**src/rtl/alu_cmd_queue_if.sv**
```systemverilog
// Command/issue bus for alu_cmd_queue.
//   slave  : the queue (takes in_*/out_stall, drives in_ready and all issue outputs)
//   master : producer + ALU side (drives in_*/out_stall, observes the rest)
// level is wide enough for DEPTH+1 (FIFO plus issue register).
interface alu_cmd_queue_if #(
  parameter int unsigned DATA_WIDTH = 16,
  parameter int unsigned DEPTH      = 4,
  parameter int unsigned CNT_WIDTH  = 8
);
  localparam int unsigned LVL_W = $clog2(DEPTH) + 2;

  logic                  in_valid;
  logic                  in_ready;
  logic [3:0]            in_func;
  logic [DATA_WIDTH-1:0] in_a;
  logic [DATA_WIDTH-1:0] in_b;
  logic                  out_valid;
  logic                  out_stall;
  logic [1:0]            alu_func_decoder;
  logic [1:0]            alu_func_sub;
  logic [DATA_WIDTH-1:0] out_a;
  logic [DATA_WIDTH-1:0] out_b;
  logic [LVL_W-1:0]      level;
  logic [CNT_WIDTH-1:0]  issue_cnt;

  modport slave (
    input  in_valid, in_func, in_a, in_b, out_stall,
    output in_ready, out_valid, alu_func_decoder, alu_func_sub,
           out_a, out_b, level, issue_cnt
  );

  modport master (
    output in_valid, in_func, in_a, in_b, out_stall,
    input  in_ready, out_valid, alu_func_decoder, alu_func_sub,
           out_a, out_b, level, issue_cnt
  );
endinterface

```
**src/rtl/alu_cmd_queue.sv**
```systemverilog
// alu_cmd_queue: in-order command FIFO plus registered issue stage feeding the
// ALU function decoder.
//   CLK  : rising-edge clock
//   RST  : asynchronous active-low reset
//   bus  : alu_cmd_queue_if.slave -- valid/ready command input, stallable issue
//          outputs (unit select, sub-function, operands), level and issue_cnt.
// An empty issue register is loaded from the FIFO head first, otherwise
// directly from the accepted input (fall-through), so an idle queue has a
// single cycle of latency.
module alu_cmd_queue #(
  parameter int unsigned DATA_WIDTH = 16,
  parameter int unsigned DEPTH      = 4,
  parameter int unsigned CNT_WIDTH  = 8
) (
  input  logic             CLK,
  input  logic             RST,
  alu_cmd_queue_if.slave   bus
);
  localparam int unsigned PTR_W = $clog2(DEPTH);
  localparam int unsigned CNT_W = PTR_W + 1;
  localparam int unsigned LVL_W = PTR_W + 2;
  localparam int unsigned ENT_W = 4 + 2 * DATA_WIDTH;

  logic [ENT_W-1:0]      mem_q [DEPTH];
  logic [ENT_W-1:0]      mem_d [DEPTH];
  logic [PTR_W-1:0]      wr_ptr_q, wr_ptr_d;
  logic [PTR_W-1:0]      rd_ptr_q, rd_ptr_d;
  logic [CNT_W-1:0]      count_q, count_d;
  logic                  out_valid_q, out_valid_d;
  logic [1:0]            dec_q, dec_d;
  logic [1:0]            sub_q, sub_d;
  logic [DATA_WIDTH-1:0] a_q, a_d;
  logic [DATA_WIDTH-1:0] b_q, b_d;
  logic [LVL_W-1:0]      level_q, level_d;
  logic [CNT_WIDTH-1:0]  issue_cnt_q, issue_cnt_d;

  logic             in_ready;
  logic             push, consume, load, fifo_empty, pop, fall, wr;
  logic [ENT_W-1:0] in_entry, head;

  always_comb begin
    // DEPTH is a power of two, so the count MSB is set exactly when full.
    in_ready   = RST & ~count_q[PTR_W];
    push       = bus.in_valid & in_ready;
    consume    = out_valid_q & ~bus.out_stall;
    load       = ~out_valid_q | consume;
    fifo_empty = (count_q == '0);
    pop        = load & ~fifo_empty;
    fall       = load & fifo_empty & push;
    wr         = push & ~fall;
    in_entry   = {bus.in_func, bus.in_a, bus.in_b};
    head       = mem_q[rd_ptr_q];

    mem_d       = mem_q;
    wr_ptr_d    = wr_ptr_q;
    rd_ptr_d    = rd_ptr_q;
    count_d     = count_q;
    out_valid_d = out_valid_q;
    dec_d       = dec_q;
    sub_d       = sub_q;
    a_d         = a_q;
    b_d         = b_q;
    level_d     = level_q;
    issue_cnt_d = issue_cnt_q;

    if (wr) begin
      mem_d[wr_ptr_q] = in_entry;
      wr_ptr_d        = wr_ptr_q + PTR_W'(1);
    end
    if (pop) begin
      rd_ptr_d = rd_ptr_q + PTR_W'(1);
    end
    if (wr && !pop) begin
      count_d = count_q + CNT_W'(1);
    end else if (!wr && pop) begin
      count_d = count_q - CNT_W'(1);
    end

    if (load) begin
      if (pop) begin
        out_valid_d = 1'b1;
        dec_d       = head[ENT_W-1 -: 2];
        sub_d       = head[ENT_W-3 -: 2];
        a_d         = head[2*DATA_WIDTH-1 -: DATA_WIDTH];
        b_d         = head[DATA_WIDTH-1:0];
      end else if (fall) begin
        out_valid_d = 1'b1;
        dec_d       = bus.in_func[3:2];
        sub_d       = bus.in_func[1:0];
        a_d         = bus.in_a;
        b_d         = bus.in_b;
      end else begin
        // Data outputs keep the last issued command while idle.
        out_valid_d = 1'b0;
      end
    end

    if (consume) begin
      issue_cnt_d = issue_cnt_q + CNT_WIDTH'(1);
    end
    if (push && !consume) begin
      level_d = level_q + LVL_W'(1);
    end else if (!push && consume) begin
      level_d = level_q - LVL_W'(1);
    end
  end

  always_ff @(posedge CLK or negedge RST) begin
    if (!RST) begin
      for (int unsigned i = 0; i < DEPTH; i++) begin
        mem_q[i] <= '0;
      end
      wr_ptr_q    <= '0;
      rd_ptr_q    <= '0;
      count_q     <= '0;
      out_valid_q <= 1'b0;
      dec_q       <= '0;
      sub_q       <= '0;
      a_q         <= '0;
      b_q         <= '0;
      level_q     <= '0;
      issue_cnt_q <= '0;
    end else begin
      mem_q       <= mem_d;
      wr_ptr_q    <= wr_ptr_d;
      rd_ptr_q    <= rd_ptr_d;
      count_q     <= count_d;
      out_valid_q <= out_valid_d;
      dec_q       <= dec_d;
      sub_q       <= sub_d;
      a_q         <= a_d;
      b_q         <= b_d;
      level_q     <= level_d;
      issue_cnt_q <= issue_cnt_d;
    end
  end

  assign bus.in_ready         = in_ready;
  assign bus.out_valid        = out_valid_q;
  assign bus.alu_func_decoder = dec_q;
  assign bus.alu_func_sub     = sub_q;
  assign bus.out_a            = a_q;
  assign bus.out_b            = b_q;
  assign bus.level            = level_q;
  assign bus.issue_cnt        = issue_cnt_q;
endmodule

```
**src/flat_wrapper.sv**
```systemverilog
// flat-port wrapper written by rule: the top's interface ports become plain ports
module alu_cmd_queue_flat 
#(
  parameter int unsigned DATA_WIDTH = 16,
  parameter int unsigned DEPTH      = 4,
  parameter int unsigned CNT_WIDTH  = 8
)
  (CLK, RST, bus_in_valid, bus_in_func, bus_in_a, bus_in_b, bus_out_stall, bus_in_ready, bus_out_valid, bus_alu_func_decoder, bus_alu_func_sub, bus_out_a, bus_out_b, bus_level, bus_issue_cnt);
  alu_cmd_queue_if #(.DATA_WIDTH(DATA_WIDTH), .DEPTH(DEPTH), .CNT_WIDTH(CNT_WIDTH)) bus_i ();
  input  logic CLK;
  input  logic RST;
  input wire logic [$bits(bus_i.in_valid)-1:0] bus_in_valid;
  input wire logic [$bits(bus_i.in_func)-1:0] bus_in_func;
  input wire logic [$bits(bus_i.in_a)-1:0] bus_in_a;
  input wire logic [$bits(bus_i.in_b)-1:0] bus_in_b;
  input wire logic [$bits(bus_i.out_stall)-1:0] bus_out_stall;
  output wire logic [$bits(bus_i.in_ready)-1:0] bus_in_ready;
  output wire logic [$bits(bus_i.out_valid)-1:0] bus_out_valid;
  output wire logic [$bits(bus_i.alu_func_decoder)-1:0] bus_alu_func_decoder;
  output wire logic [$bits(bus_i.alu_func_sub)-1:0] bus_alu_func_sub;
  output wire logic [$bits(bus_i.out_a)-1:0] bus_out_a;
  output wire logic [$bits(bus_i.out_b)-1:0] bus_out_b;
  output wire logic [$bits(bus_i.level)-1:0] bus_level;
  output wire logic [$bits(bus_i.issue_cnt)-1:0] bus_issue_cnt;
  assign bus_i.in_valid = bus_in_valid;
  assign bus_i.in_func = bus_in_func;
  assign bus_i.in_a = bus_in_a;
  assign bus_i.in_b = bus_in_b;
  assign bus_i.out_stall = bus_out_stall;
  assign bus_in_ready = bus_i.in_ready;
  assign bus_out_valid = bus_i.out_valid;
  assign bus_alu_func_decoder = bus_i.alu_func_decoder;
  assign bus_alu_func_sub = bus_i.alu_func_sub;
  assign bus_out_a = bus_i.out_a;
  assign bus_out_b = bus_i.out_b;
  assign bus_level = bus_i.level;
  assign bus_issue_cnt = bus_i.issue_cnt;
  alu_cmd_queue #(.DATA_WIDTH(DATA_WIDTH), .DEPTH(DEPTH), .CNT_WIDTH(CNT_WIDTH)) u_core (.CLK(CLK), .RST(RST), .bus(bus_i));
endmodule
```
**config.mk**
```make
export PLATFORM = sky130hd
export DESIGN_NAME = alu_cmd_queue_flat
export DESIGN_NICKNAME = d
export VERILOG_FILES = /design/src/rtl/alu_cmd_queue_if.sv /design/src/rtl/alu_cmd_queue.sv /design/src/flat_wrapper.sv
export SDC_FILE = /design/constraint.sdc
export NUM_CORES = 1
export LEC_CHECK = 0
export ABC_AREA = 1
export CELL_PAD_IN_SITES_DETAIL_PLACEMENT = 1
export CELL_PAD_IN_SITES_GLOBAL_PLACEMENT = 2
export CORE_MARGIN = 2
export CORE_UTILIZATION = 31
export DETAILED_ROUTE_END_ITERATION = 8
export GPL_TIMING_DRIVEN = 0
export PLACE_DENSITY = 0.75
export SETUP_SLACK_MARGIN = 0.3
export SKIP_LAST_GASP = 1
export SYNTH_ARGS = -nofsm -noshare
export SYNTH_HDL_FRONTEND = slang
export SYNTH_SLANG_ARGS = --single-unit
export TNS_END_PERCENT = 100
```
**constraint.sdc**
```tcl
create_clock -name CLK -period 2.3 [get_ports CLK]
set_clock_uncertainty 0.2 [all_clocks]
set_input_delay 0.575 -clock CLK [delete_from_list [all_inputs] [get_ports CLK]]
set_output_delay 0.575 -clock CLK [all_outputs]
set_load 0.01 [all_outputs]
```
==> flow_metrics.tcl <==
set metrics [dict create \
    critPathArrivalTime_ns 1.23 \
    ys_seq_area_frac 0.485 \
    status "finished, final reports clean" \
    setup_viol 0 \
    dp_hpwl_um 24900 \
    clkTransAtPathRegs_ns 0.08 \
    instances_no_fill 1909 \
    post_drt_wl_per_cell_um 20.4 \
    synth_top_area_share 0.485 \
    grt_pass1_wl_um 60700 \
    synth-compound-area-share 0.00146 \
    clk_latency_ns 0.46 \
    die_x_um 186 \
    place_ws_ns -1.27 \
    synth_common_cells "nand2_1, dfrtp_1, nand4_1, nand3_1, nor2_1" \
    synth_xor_area_frac 0.00849 \
    clockBufferDepth 2 \
    port_buffers 89 \
    fp.dieH_um 186 \
    power.leakage_uw 0.00662 \
    track_usage 0.229 \
    wirelength_um 39000 \
    hold_violations 0 \
    muxShareOfSynthArea 0 \
    grt_overflow 0 \
    antenna_found_initial 0 \
    final_area_mm2 0.0129 \
    n_fill_cell 3987 \
    tightest_slew_ns 0.703 \
    clock.fmax_mhz 499 \
    synth.most_common_cell "nand2_1" \
    drive_gt1_frac 0.112 \
    place_inst 1851 \
    setup_ws_ns 0.295 \
    end_kind "output pin" \
    top_usage_layer "met2" \
    drc_errors 0 \
    postPlaceCellArea_mm2 0.0119 \
    max_slew_margin 0.531 \
    start_util 0.316 \
    min_period_over_period 0.872 \
    use_met1 0.314 \
    cts_tree "done" \
    final-seq-area_mm2 0.00501 \
    drtAntennaViolNets 0 \
    synthSimpleGateAreaFrac 0.408 \
    yosys-top-cells-area "dfrtp_1, nand2_1, nand4_1" \
    synth_top_family_by_area "simple AND/OR/NAND/NOR gates" \
    post-route-min-period_ns 2.01 \
    ys_warn_count 0 \
    synth_edf_count 0 \
    crit_path_start_kind "flip-flop" \
    synth_ff_type "dfrtp_1" \
    synth_adder_area_share 0.0136 \
    area_growth_pct 24.7 \
    gp_congestion 0.763 \
    path_class "reg -> out" \
    vdd_drop_max_mv 0.868 \
    rows 66 \
    die-area_mm2 0.0347 \
    async_reset_ff_frac 1.00 \
    ys_types 26 \
    diodes 0 \
    hold_class "in -> async" \
    first_iter_violations 694 \
    syn_area_mm2 0.0103 \
    firstDrtPassIters 5 \
    synth_fp_nets 1368 \
    rsz0062_at_grt "yes" \
    synth_area_leader_cell "dfrtp_1" \
    required_ns 1.52 \
    syn_inst 1318 \
    critPathMaxFanout 3 \
    cts.sinks 200 \
    vias 9637 \
    grt_start_max_net_pins 48 \
    maxSlewViolCount 0 \
    coreArea_mm2 0.0326 \
    avgSynthCellArea_um2 7.82 \
    grt_util_met2 0.381 \
    maxCapViolations 0 \
    grtUsageMet3 0.0361 \
    finalPower_uw 18600 \
    routed_via_density 5.05 \
    ios 90 \
    fin_nets 1505 \
    powerDensity_mw_per_mm2 1440 \
    cts_htree_levels 4 \
    numCtsBuffers 17 \
    ys_ff_latch 200 \
    cts_root_buffer "clkbuf_16" \
    grt_pass1_vias 10100 \
    multi_input_area_mm2 0.00449 \
]
## worst max-delay path: stages, from the launching register on
cell and delay [ns]:
dfrtp_1 0.41, buf_4 0.15, nor2_1 0.09, buf_2 0.13
## report_power, final
group	switching, µW	total [µW]	internal [µW]
combinational	5910	9130	3230
clock	1470	3210	1740
sequential	947	6210	5270
## routing by layer
layer  vias to the layer above  part of all wire
li1                       4554                 -
met1                      4826              0.47
met2                       217              0.47
met3                        40             0.041
met4                         0             0.017
met5                         -                 0
## cell families (layout without fill, tap and decap cells)
logic type,Yosys count,in the layout
XOR/XNOR,10,10
AO/OA/AOI/OAI,3,3
AND/OR/NAND/NOR,971,971
adder cells (fa/ha/maj),10,10
flip-flops,200,200
buffers and inverters,124,273
## state kept, by name (all words and copies together) (netlist names)
register and flops:
u_core.mem_q 144, u_core.bus.alu_func_decoder 2, u_core.count_q 3, u_core.bus.level 4, u_core.bus.out_b 16, u_core.rd_ptr_q 2
u_core.wr_ptr_q 2, u_core.bus.out_a 16, u_core.bus.out_valid 1, u_core.bus.issue_cnt 8, u_core.bus.alu_func_sub 2
## cell usage in the layout, fill, tap and decap left out, types with 2 or more instances in the layout
cell type	instances
dfrtp_1	198
bufbuf_16	8
buf_8	12
nand2_1	651
inv_1	21
inv_2	4
clkinvlp_4	3
clkdlybuf4s50_1	37
nor2_1	81
nand3_4	5
nand3_1	81
bufinv_16	3
buf_6	20
xor2_1	7
ha_1	6
o21ai_0	2
xnor2_1	3
ha_4	2
clkbuf_4	4
nand2_2	3
buf_16	3
dlygate4sd3_1	6
clkinv_2	2
clkbuf_2	5
clkbuf_1	10
buf_2	29
clkinv_4	2
dfrtp_2	2
buf_4	30
nand4_1	146
clkbuf_16	17
dlygate4sd2_1	50
## final timing paths
kind                                         from                  end  slack (ns)  depth (start not counted)
min in group CLK                 u_core.mem_q[82]     u_core.mem_q[82]        0.27                          2
worst max-delay path            u_core.count_q[2]         bus_in_ready        0.29                          3
worst max register to register  u_core.count_q[2]  u_core.bus.level[3]        0.30                         13
max in group asynchronous                     RST     u_core.mem_q[46]        0.74                          4
worst min-delay path                          RST    u_core.mem_q[127]        0.02                          3
worst min register to register   u_core.mem_q[82]     u_core.mem_q[82]        0.27                          2
## area by class of cell
| cell class | instances | area share |
|---|---|---|
| Buffer | 96 | 0.0608 |
| Clock buffer | 20 | 0.0347 |
| Clock inverter | 11 | 0.0116 |
| Inverter | 28 | 0.00895 |
| Multi-Input combinational cell | 994 | 0.349 |
| Sequential cell | 200 | 0.389 |
| Tap cell | 442 | 0.0430 |
| Timing Repair Buffer | 118 | 0.102 |
## through the flow
stage	utilization	hold WS, ns	TNS, ns
global placement	0.362	0.253	-3457.75
CTS	0.393	0.00441	0
global route	0.394	0.0153	0
detailed placement	0.363	0.259	-146.85
floorplan	-	0.0794	0
finish	0.394	0.0200	0
## what timing repair did
| action | 4_1_cts | 5_1_grt |
|---|---|---|
| endpoints found under the setup margin | 240 | 86 |
| gates resized for setup | 60 | 16 |
| buffers inserted | 10 | 3 |
| endpoints found under the hold margin | 35 | 19 |
| hold buffers | 6 | 1 |
| pin swaps | 1 | 1 |
| cloned | 8 | 0 |
(Power assumes the default switching activity.)
